### src/rtl/aes_v2_mix_ctrl_pkg.sv
// aes_v2_mix_ctrl_pkg
//   Shared definitions for the MixColumns sequencer: controller state
//   encoding, the datapath word width and the requester index type.
//   No ports.
package aes_v2_mix_ctrl_pkg;

    localparam int DATA_W = 32;

    typedef enum logic [1:0] {
        ST_IDLE = 2'd0,
        ST_RUN  = 2'd1,
        ST_RESP = 2'd2
    } state_t;

    typedef logic src_t;    // requester index, 0 or 1

endpackage

### src/rtl/aes_v2_rr_arb2.sv
// aes_v2_rr_arb2
//   Two-way round-robin grant. When both requesters are valid, the one
//   pointed at wins. The pointer then moves to the other requester. It
//   moves only when a grant is issued, which is the same cycle as the
//   accept.
// Ports
//   clock   in   1   clock
//   reset   in   1   synchronous, active-high; pointer returns to req0
//   valid   in   2   request valid per requester
//   enable  in   1   arbitration allowed this cycle
//   grant   out  2   one-hot grant (zero when disabled or nothing valid)
module aes_v2_rr_arb2
    import aes_v2_mix_ctrl_pkg::*;
(
    input  logic       clock,
    input  logic       reset,
    input  logic [1:0] valid,
    input  logic       enable,
    output logic [1:0] grant
);

    src_t ptr;  // requester favoured on contention

    // NOTE: every signal written in an always_comb gets a default first, so
    // no path leaves it unassigned and no latch is inferred.
    always_comb begin
        grant = '0;
        if (enable) begin
            if (valid[0] && valid[1]) begin
                grant[ptr] = 1'b1;
            end else begin
                grant = valid;
            end
        end
    end

    // NOTE: sequential state uses non-blocking assignments only, so every
    // register samples values from before the clock edge.
    always_ff @(posedge clock) begin
        if (reset) begin
            ptr <= 1'b0;
        end else if (grant[0]) begin
            ptr <= 1'b1;
        end else if (grant[1]) begin
            ptr <= 1'b0;
        end
    end

endmodule

### src/rtl/aes_v2_mix_ctrl.sv
// aes_v2_mix_ctrl
//   Shares one byte-serial MixColumns unit between two requesters. It accepts
//   one op at a time and holds its operands steady while the unit runs. The
//   result, or a watchdog error, is returned on a tagged response handshake.
//   The unit is flushed back to step 0 whenever it is not running an op.
// Ports
//   clock, reset                     clock; synchronous active-high reset
//   kill                             abandon in-flight op, drop response
//   req{0,1}_valid/_ready            request handshake (ready = accepted)
//   req{0,1}_rs1/_rs2/_enc/_id       operands, direction (1 = forward), tag
//   rsp_valid/rsp_ready              response handshake
//   rsp_src/rsp_id/rsp_data/rsp_err  response payload (err => data 0)
//   busy                             controller not idle
//   mix_flush/mix_flush_data         datapath flush and its value (0)
//   mix_valid/mix_rs1/mix_rs2/mix_enc  datapath operands (registered)
//   mix_ready/mix_result             datapath completion and result
module aes_v2_mix_ctrl
    import aes_v2_mix_ctrl_pkg::*;
#(
    parameter int ID_W    = 3,
    parameter int TIMEOUT = 8
) (
    input  logic              clock,
    input  logic              reset,
    input  logic              kill,
    input  logic              req0_valid,
    output logic              req0_ready,
    input  logic [DATA_W-1:0] req0_rs1,
    input  logic [DATA_W-1:0] req0_rs2,
    input  logic              req0_enc,
    input  logic [ID_W-1:0]   req0_id,
    input  logic              req1_valid,
    output logic              req1_ready,
    input  logic [DATA_W-1:0] req1_rs1,
    input  logic [DATA_W-1:0] req1_rs2,
    input  logic              req1_enc,
    input  logic [ID_W-1:0]   req1_id,
    output logic              rsp_valid,
    input  logic              rsp_ready,
    output logic              rsp_src,
    output logic [ID_W-1:0]   rsp_id,
    output logic [DATA_W-1:0] rsp_data,
    output logic              rsp_err,
    output logic              busy,
    output logic              mix_flush,
    output logic [DATA_W-1:0] mix_flush_data,
    output logic              mix_valid,
    output logic [DATA_W-1:0] mix_rs1,
    output logic [DATA_W-1:0] mix_rs2,
    output logic              mix_enc,
    input  logic              mix_ready,
    input  logic [DATA_W-1:0] mix_result
);

    localparam int WDOG_W = $clog2(TIMEOUT + 1);

    state_t            state;
    state_t            state_next;
    logic [WDOG_W-1:0] wdog;
    logic [1:0]        grant;
    logic              accept;
    logic              wdog_hit;
    logic              abort;

    // Reset mid-op behaves like kill for this cycle's outputs.
    assign abort    = kill || reset;
    assign wdog_hit = (wdog == WDOG_W'(TIMEOUT - 1));

    aes_v2_rr_arb2 u_arb (
        .clock  (clock),
        .reset  (reset),
        .valid  ({req1_valid, req0_valid}),
        .enable ((state == ST_IDLE) && !abort),
        .grant  (grant)
    );

    assign accept         = |grant;
    assign req0_ready     = grant[0];
    assign req1_ready     = grant[1];
    assign busy           = (state != ST_IDLE);
    assign mix_valid      = (state == ST_RUN);
    assign rsp_valid      = (state == ST_RESP) && !abort;
    assign mix_flush_data = '0;

    always_comb begin
        state_next = state;
        mix_flush  = 1'b0;
        unique case (state)
            ST_IDLE: begin
                mix_flush = 1'b1;
                if (accept) state_next = ST_RUN;
            end
            ST_RUN: begin
                // Completion and timeout both return the unit to step 0.
                if (mix_ready || wdog_hit) begin
                    mix_flush  = 1'b1;
                    state_next = ST_RESP;
                end
            end
            ST_RESP: begin
                if (rsp_ready) state_next = ST_IDLE;
            end
            default: state_next = ST_IDLE;
        endcase
        if (abort) begin
            mix_flush  = 1'b1;
            state_next = ST_IDLE;
        end
    end

    always_ff @(posedge clock) begin
        if (reset) begin
            state    <= ST_IDLE;
            wdog     <= '0;
            mix_rs1  <= '0;
            mix_rs2  <= '0;
            mix_enc  <= 1'b0;
            rsp_src  <= 1'b0;
            rsp_id   <= '0;
            rsp_data <= '0;
            rsp_err  <= 1'b0;
        end else begin
            state <= state_next;

            if (accept) begin
                mix_rs1 <= grant[1] ? req1_rs1 : req0_rs1;
                mix_rs2 <= grant[1] ? req1_rs2 : req0_rs2;
                mix_enc <= grant[1] ? req1_enc : req0_enc;
                rsp_id  <= grant[1] ? req1_id  : req0_id;
                rsp_src <= grant[1];
                wdog    <= '0;
            end else if (state == ST_RUN) begin
                wdog <= wdog + WDOG_W'(1);
            end

            // A killed run leaves the previous response payload untouched.
            if (state == ST_RUN && !kill) begin
                if (mix_ready) begin
                    rsp_data <= mix_result;
                    rsp_err  <= 1'b0;
                end else if (wdog_hit) begin
                    rsp_data <= '0;
                    rsp_err  <= 1'b1;
                end
            end
        end
    end

endmodule

### config.mk
export PLATFORM = sky130hd
export DESIGN_NAME = aes_v2_mix_ctrl
export DESIGN_NICKNAME = d
export VERILOG_FILES = /design/src/rtl/aes_v2_mix_ctrl_pkg.sv /design/src/rtl/aes_v2_rr_arb2.sv /design/src/rtl/aes_v2_mix_ctrl.sv
export SDC_FILE = /design/constraint.sdc
export NUM_CORES = 1
export LEC_CHECK = 0
export BUFFER_PORTS_ARGS = -buffer_cell sky130_fd_sc_hd__buf_2
export CORE_ASPECT_RATIO = 0.5
export CORE_MARGIN = 5
export CORE_UTILIZATION = 43
export DETAILED_ROUTE_END_ITERATION = 8
export GPL_TIMING_DRIVEN = 0
export PLACE_DENSITY_LB_ADDON = 0.1
export SKIP_CTS_REPAIR_TIMING = 1
export SYNTH_ARGS = -nofsm -noshare
export SYNTH_HDL_FRONTEND = slang
export SYNTH_SLANG_ARGS = --single-unit
### constraint.sdc
create_clock -name clock -period 2.2 [get_ports clock]
set_clock_uncertainty 0.05 [all_clocks]
set_input_delay 0.33 -clock clock [delete_from_list [all_inputs] [get_ports clock]]
set_output_delay 0.33 -clock clock [all_outputs]
set_load 0.05 [all_outputs]
==> results of run 1 <==
per-stage QoR:
stage                     total power (W)  instance area, um^2
after floorplan                  0.002982                 5195
after global placement           0.003370                 6813
after detailed placement         0.003381                 6827
after CTS                        0.004955                 7109
after global routing             0.005184                 7411
final                            0.004980                 7411
layout make-up:
class | count | area share
inverters | 5 | 0.004221
clock buffers | 9 | 0.03039
flip-flops and latches | 109 | 0.2950
clock inverters | 7 | 0.007766
multi-input cells | 377 | 0.3545
repair buffers | 289 | 0.2028
plain buffers | 109 | 0.07749
well taps | 165 | 0.02786
layer usage:
layer | global-route usage | vias up | share of wire
li1 | - | 2875 | -
met1 | 0.3465 | 2875 | 0.43
met2 | 0.4410 | 281 | 0.48
met3 | 0.06508 | 34 | 0.074
met4 | 0.08219 | 0 | 0.018
met5 | 0 | - | 0
power groups by stage:
stage / Clock, W / Combinational (W) / Sequential [W]
4_1_cts: 0.00162 / 0.00122 / 0.00211
3_3_place_gp: 0 / 0.00121 / 0.00216
2_1_floorplan: 0 / 0.000498 / 0.00248
6_report: 0.00158 / 0.00128 / 0.00212
3_5_place_dp: 0 / 0.00122 / 0.00216
5_1_grt: 0.00170 / 0.00136 / 0.00213
worst reg2reg max path: stages, from the launching register on:
cell and delay, ns:
dfxtp_4 0.35, or4_4 0.59, buf_2 0.25, buf_2 0.22, clkbuf_4 0.23, nor4_4 0.33
a31oi_1 0.07
cells in the mapped netlist, drive strengths merged:
master and instances:
nand2b 1, nor2b 1, or3 2, conb 1
and3 1, xnor2 1, clkbuf 73, o211ai 16
nor4 19, o21ai 57, nand2 3, nor4b 1
nor3 1, a32o 32, nor2 3, a221oi 1
a21boi 2, ha 1, nand3b 1, a311oi 1
or2 1, or4 1, o41ai 52, and3b 1
nand3 69, a31oi 68, a21oi 2, clkinv 1
a2111oi 2, inv 4, nor3b 2, xor2 1
o311a 1, dfxtp 109, buf 39, a21bo 1
sequential cells by signal, summed over array words and instances, names as in the netlist:
| register | flops |
|---|---|
| mix_rs2 | 32 |
| state | 2 |
| rsp_id | 3 |
| rsp_src | 1 |
| u_arb.ptr | 1 |
| rsp_err | 1 |
| rsp_data | 32 |
| wdog | 4 |
| mix_enc | 1 |
| mix_rs1 | 32 |
worst paths after layout:
kind	slack, ns	end	cells past startpoint
hold / removal	0.14	rsp_data[12]	2
setup / recovery	-0.21	req1_ready	5
hold reg to reg	0.42	rsp_err	2
setup reg to reg	-0.02	mix_rs2[3]	6
cells by family (layout without fill, tap and decap cells):
kind of cell / count (synthesis) / after routing / share of synthesized area
compound gates: 235 / 235 / 0.3327
xor+xnor: 2 / 2 / 0.003456
fa+ha+maj: 1 / 1 / 0.002468
buf+inv: 117 / 419 / 0.1157
flops: 109 / 109 / 0.4304
other cells: 1 / 32 / 0.0007397
simple gates: 107 / 107 / 0.1145
==> key figures, run 1 <==
Run status
  • Status: complete, but fails checks
  • Failing checks: setup timing

Synth
  • Syn_area_per_cell: between 8 and 9 um^2
  • Synth top area cells: dfxtp_1, o41ai_1, a31oi_1
  • Synthesized flop and latch total: around 110
  • Mapped cell area: 0.005070 mm^2
  • Area share of the largest cell type after synthesis: 0.4304
  • Distinct cells, synth: 40
  • Warnings, synthesis: 0
  • Register area share after synthesis: 0.4304
  • Synth Instances: 572
  • Cell taking the most area after synthesis: dfxtp_1

CTS
  • H-tree levels: 3
  • Clock-pin slew of the registers on the worst-case setup and hold paths: about 0.080 ns
  • CTS tree: yes
  • Worst-Skew Late Latency: 0.35 ns
  • Total CTS buffers: 9
  • Clock buffer depth: 2
  • Clock sink count: between 100 and 150
  • CTS root buf: clkbuf_16

STA
  • Fin crit share: 1.097
  • Tmin final: 2.413 ns
  • TNS Setup: -0.2595 ns
  • Final hold slack: 0.1368 ns
  • RSZ-0062 raised after global routing: true
  • Max Slew Vio Count: 0
  • Worst-margin pin slew: 0.7805 ns
  • Achievable Freq: 0.4145 GHz
  • # setup viols final: 3
  • Fin. Hold Viols: 0
  • PnR worst setup slack: -0.2126 ns
  • Slew headroom: 0.4796

Worst setup path
  • Cell-by-cell trace of the critical path: or4_4, or3_4, buf_8, clkinv_8, buf_12
  • Worst setup startpoint: state[1]
  • CP delay by family, top: simple AND/OR/NAND/NOR gates
  • WP data arrival: roughly 2.0 ns
  • Setup CP Type: flop to output port
  • CP max FO: 7
  • Worst Path Buf+Inv: 3
  • Worst setup SP type: flop
  • RR Startpoint: state[1]
  • Slowest CP cell: or4_4
  • Crit. End Element: output port
  • Crit path largest cell delay: 0.59 ns
  • Critical path required time: approximately 1.8 ns

GRT
  • Initial antenna violation count: 0
  • First-pass GRT wire length: 30.33 mm
  • Grt ovf: 0
  • Vias in the first global route: 5943
  • Largest net degree at the start of global routing: 20
  • Total GRT Usage: 0.2660

Final layout
  • Storage cell area: 0.002186 mm^2
  • Layout fillers: 1084
  • Syn-to-layout area delta: 46.17%
  • Area of the multi-input gates: 0.002628 mm^2
  • Most frequent cells in the layout: buf_2, dfxtp_1, nand3_1
  • Fin nets: 1076
  • Share of cells above drive strength 1: 0.4276
  • Finished Layout Cells: 1070
  • Commonest non-fill, non-tap cell in the layout: buf_2
  • Final core utilization: 0.6352
  • Ant diodes: 0

Power and ir drop
  • Flop pwr share: 0.425
  • Leakage: approximately 3.2 nW
  • Comb pwr share: 0.257
  • Clk pwr share: 0.318
  • Pwr dens: ~670 mW/mm^2
  • Switching pwr: 0.001759 W
  • Worst ir drop on vdd: 0.3584 mV
  • Switching Fraction: 0.3532
  • Internal: ~0.0032 W

Placed design
  • Gp weighted congestion: 0.8464
  • Port bufs: 282
  • Dpl ws: -0.3672 ns
  • Post-Place Cells: 1051
  • Half-perimeter wire length after placement: 14.98 mm

Die
  • Width of the die: 163.6 um
  • Area of the die: 0.01419 mm^2
  • Rows: 28
  • Chip height: 86.78 um
  • Std-Cell Core Area: 0.01167 mm^2
  • Ports: 315
  • Initial Util: 0.4346

Route
  • Via density: 5.668
  • Drt initial violations: just under 400
  • Final ANT Viol Nets: 0
  • Vias after detailed routing: 6065
  • Routed wire length per instance: 18.81 um
  • Total Wirelength: 20.12 mm
  • Pre-antenna DRT Iters: 5
  • DR DRC count: 0

Worst hold path
  • Min-Delay Path Class: input port to flop
  • Hold_sp: mix_result[12]

Run
  • Number of max-cap violations: 0
Power figures use the tool's default switching activity.
==> inputs of run 2 (changes only) <==
Settings changed: ABC_AREA from default to 1, CORE_UTILIZATION 43 to 45.
==> key figures, run 2 <==
Synth
  • Synthesized flop and latch total: 109 (unchanged)
  • Post-synth EDFFs: 0 (unchanged)
  • Register area share after synthesis: 0.3955 (-0.03494)
  • Async SR Flop Fraction: 0 (unchanged)
  • Synth Instances: 838 (+47%)
  • Syn_area_per_cell: 6.584 um^2 (-26%)
  • Warnings, synthesis: 0 (unchanged)
  • Mapped cell area: 0.005518 mm^2 (+8.8%)
  • Synth top area cells: dfxtp_1, nand2_1, inv_1
  • Most numerous cell in the Yosys netlist: nand2_1
  • Area share of the largest cell type after synthesis: 0.3955 (-0.03494)
  • Commonest cells post-synth: nand2_1, inv_1, nand3_1
  • Ys flop type: dfxtp_1
  • Distinct cells, synth: 27 (-33%)
  • Cell taking the most area after synthesis: dfxtp_1

Die
  • Rows: 28 (unchanged)
  • Chip height: 88.30 um (+1.8%)
  • Ports: 315 (unchanged)
  • Std-Cell Core Area: 0.01191 mm^2 (+2.1%)
  • Area of the die: 0.01471 mm^2 (+3.6%)
  • Initial Util: 0.4632 (+0.02866)
  • Width of the die: 166.6 um (+1.9%)

CTS
  • Clock-pin slew of the registers on the worst-case setup and hold paths: 0.08 ns (about the same)
  • CTS root buf: clkbuf_16
  • Clock sink count: 109 (unchanged)
  • Worst-Skew Late Latency: 0.34 ns (about the same)
  • Total CTS buffers: 9 (unchanged)
  • Clock buffer depth: 2 (unchanged)
  • H-tree levels: 3 (unchanged)
  • CTS tree: yes

Final layout
  • Layout fillers: 1194 (+10%)
  • Storage cell area: 0.002182 mm^2 (-0.17%)
  • Ant diodes: 0 (unchanged)
  • Area of the multi-input gates: 0.002360 mm^2 (-10%)
  • Fin nets: 1338 (+24%)
  • Syn-to-layout area delta: 37.21%
  • Final core utilization: 0.6356 (about the same)
  • Most frequent cells in the layout: buf_2, nand2_1, inv_1
  • Commonest non-fill, non-tap cell in the layout: buf_2
  • Finished Layout Cells: 1332 (+24%)
  • Share of cells above drive strength 1: 0.3248 (-0.1029)
  • Largest regs: mix_rs1: 32 flops, mix_rs2: 32 flops, rsp_data: 32 flops

STA
  • Tmin final: 2.125 ns (-0.2876 ns)
  • RSZ-0062 raised after global routing: true
  • TNS Setup: 0 ns (+0.2595 ns)
  • Max Slew Vio Count: 0 (unchanged)
  • Achievable Freq: 0.4706 GHz (+14%)
  • # setup viols final: 0 (-3)
  • Fin. Hold Viols: 0 (unchanged)
  • Final hold slack: 0.2035 ns (+0.06665 ns)
  • Fin crit share: 0.9659 (-0.1307)

Route
  • Total Wirelength: 17.41 mm (-14%)
  • Routed wire length per instance: 13.07 um (-31%)
  • Via density: 4.661 (-18%)
  • Final ANT Viol Nets: 0 (unchanged)
  • Drt initial violations: 332 (-15%)
  • Detailed-routing wirelength on met1: 7.076 mm (-19%)
  • WL met3: 1.334 mm (-11%)
  • Max Used Layer: met4
  • Pre-antenna DRT Iters: 5 (unchanged)
  • DR DRC count: 0 (unchanged)
  • Met2 WL: 8.605 mm (-10%)
  • Vias after detailed routing: 6208 (+2.4%)

Worst setup path
  • Setup CP Type: flop to output port
  • WP data arrival: 1.75 ns (-0.28 ns)
  • Critical path required time: 1.82 ns (about the same)
  • CP max FO: 10 (+3)
  • Crit. End Element: output port
  • Worst setup SP type: flop

GRT
  • Largest net degree at the start of global routing: 20 (unchanged)
  • First-pass GRT wire length: 27.38 mm (-9.7%)
  • Vias in the first global route: 5768 (-2.9%)
  • Grt ovf: 0 (unchanged)
  • Initial antenna violation count: 0 (unchanged)
  • Total GRT Usage: 0.2260 (-0.04005)

Placed design
  • Port bufs: 281 (-0.35%)
  • Half-perimeter wire length after placement: 13.83 mm (-7.6%)
  • Post-Place Cells: 1315 (+25%)
  • Gp weighted congestion: 0.8243 (-2.6%)

Worst hold path
  • Min-Delay Path Class: input port to flop

Power and ir drop
  • Pwr dens: 647.7 mW/mm^2 (-3.6%)
  • Leakage: 4.517 nW (+39%)
  • Worst ir drop on vdd: 0.3555 mV (-0.80%)

Run status
  • Status: finished clean

Run
  • Number of max-cap violations: 0 (unchanged)
run 2: cell types whose count changed after synthesis, moves of 35 or more:
cell and delta:
nand3_1 +46, clkbuf_1 -59, nand2_1 +224, a31oi_1 -68
inv_1 +152, o41ai_1 -52, a21oi_1 +35
run 2: metal layers:
layer | GRT usage | vias up
met5 | 0 | -
met4 | 0.06310 | 0
met3 | 0.05935 | 28
met2 | 0.4166 | 224
met1 | 0.2663 | 2775
li1 | - | 3181
run 2: cells by family (layout without fill, tap and decap cells):
logic type	Yosys count	after routing	synth area share
AND/OR/NAND/NOR	389	389	0.3150
AO/OA/AOI/OAI	91	91	0.08367
buffers and inverters	245	543	0.1998
flip-flops	109	109	0.3955
other	1	32	0.0006796
XOR/XNOR	2	2	0.003175
adder cells (fa/ha/maj)	1	1	0.002267
run 2: final timing paths:
kind / startpoint / endpoint / cells after the start / slack [ns]
setup / recovery: state[1] / req1_ready / 8 / 0.07
hold / removal: rsp_ready / state[1] / 3 / 0.20
setup reg to reg: state[1] / mix_rs2[0] / 8 / 0.61
hold reg to reg: rsp_data[18] / rsp_data[18] / 2 / 0.41
run 2: final cells by class:
cell class | count | share of cell area
Clock buffer | 10 | 0.03157
Timing Repair Buffer | 283 | 0.1889
Clock inverter | 6 | 0.007106
Multi-Input combinational cell | 515 | 0.3117
Sequential cell | 109 | 0.2882
Inverter | 160 | 0.07999
Buffer | 84 | 0.06528
Tap cell | 165 | 0.02727
run 2: power breakdown:
group / total, W / internal [W] / switching [W]
registers: 0.00212 / 0.00207 / 0.0000487
logic: 0.00119 / 0.000344 / 0.000845
clock network: 0.00159 / 0.000821 / 0.000771
total: 0.00490 / 0.00324 / 0.00167
run 2: stage by stage:
| step | setup WS, ns | total power [W] | cell area (um^2) |
|---|---|---|---|
| after floorplan | 0.2401 | 0.002993 | 5634 |
| after global placement | 0.1419 | 0.003338 | 7247 |
| after detailed placement | 0.1396 | 0.003351 | 7247 |
| after CTS | -0.1284 | 0.004940 | 7540 |
| after global routing | -0.04275 | 0.005143 | 7571 |
| final | 0.07495 | 0.004904 | 7571 |
run 2: worst max-delay path: stages, from the launching register on:
cell     delay [ns]
dfxtp_1        0.34
nor2_2         0.15
nand2_4        0.14
inv_6          0.12
nand2_4        0.10
buf_6          0.17
buf_6          0.15
inv_1          0.07
buf_6          0.16
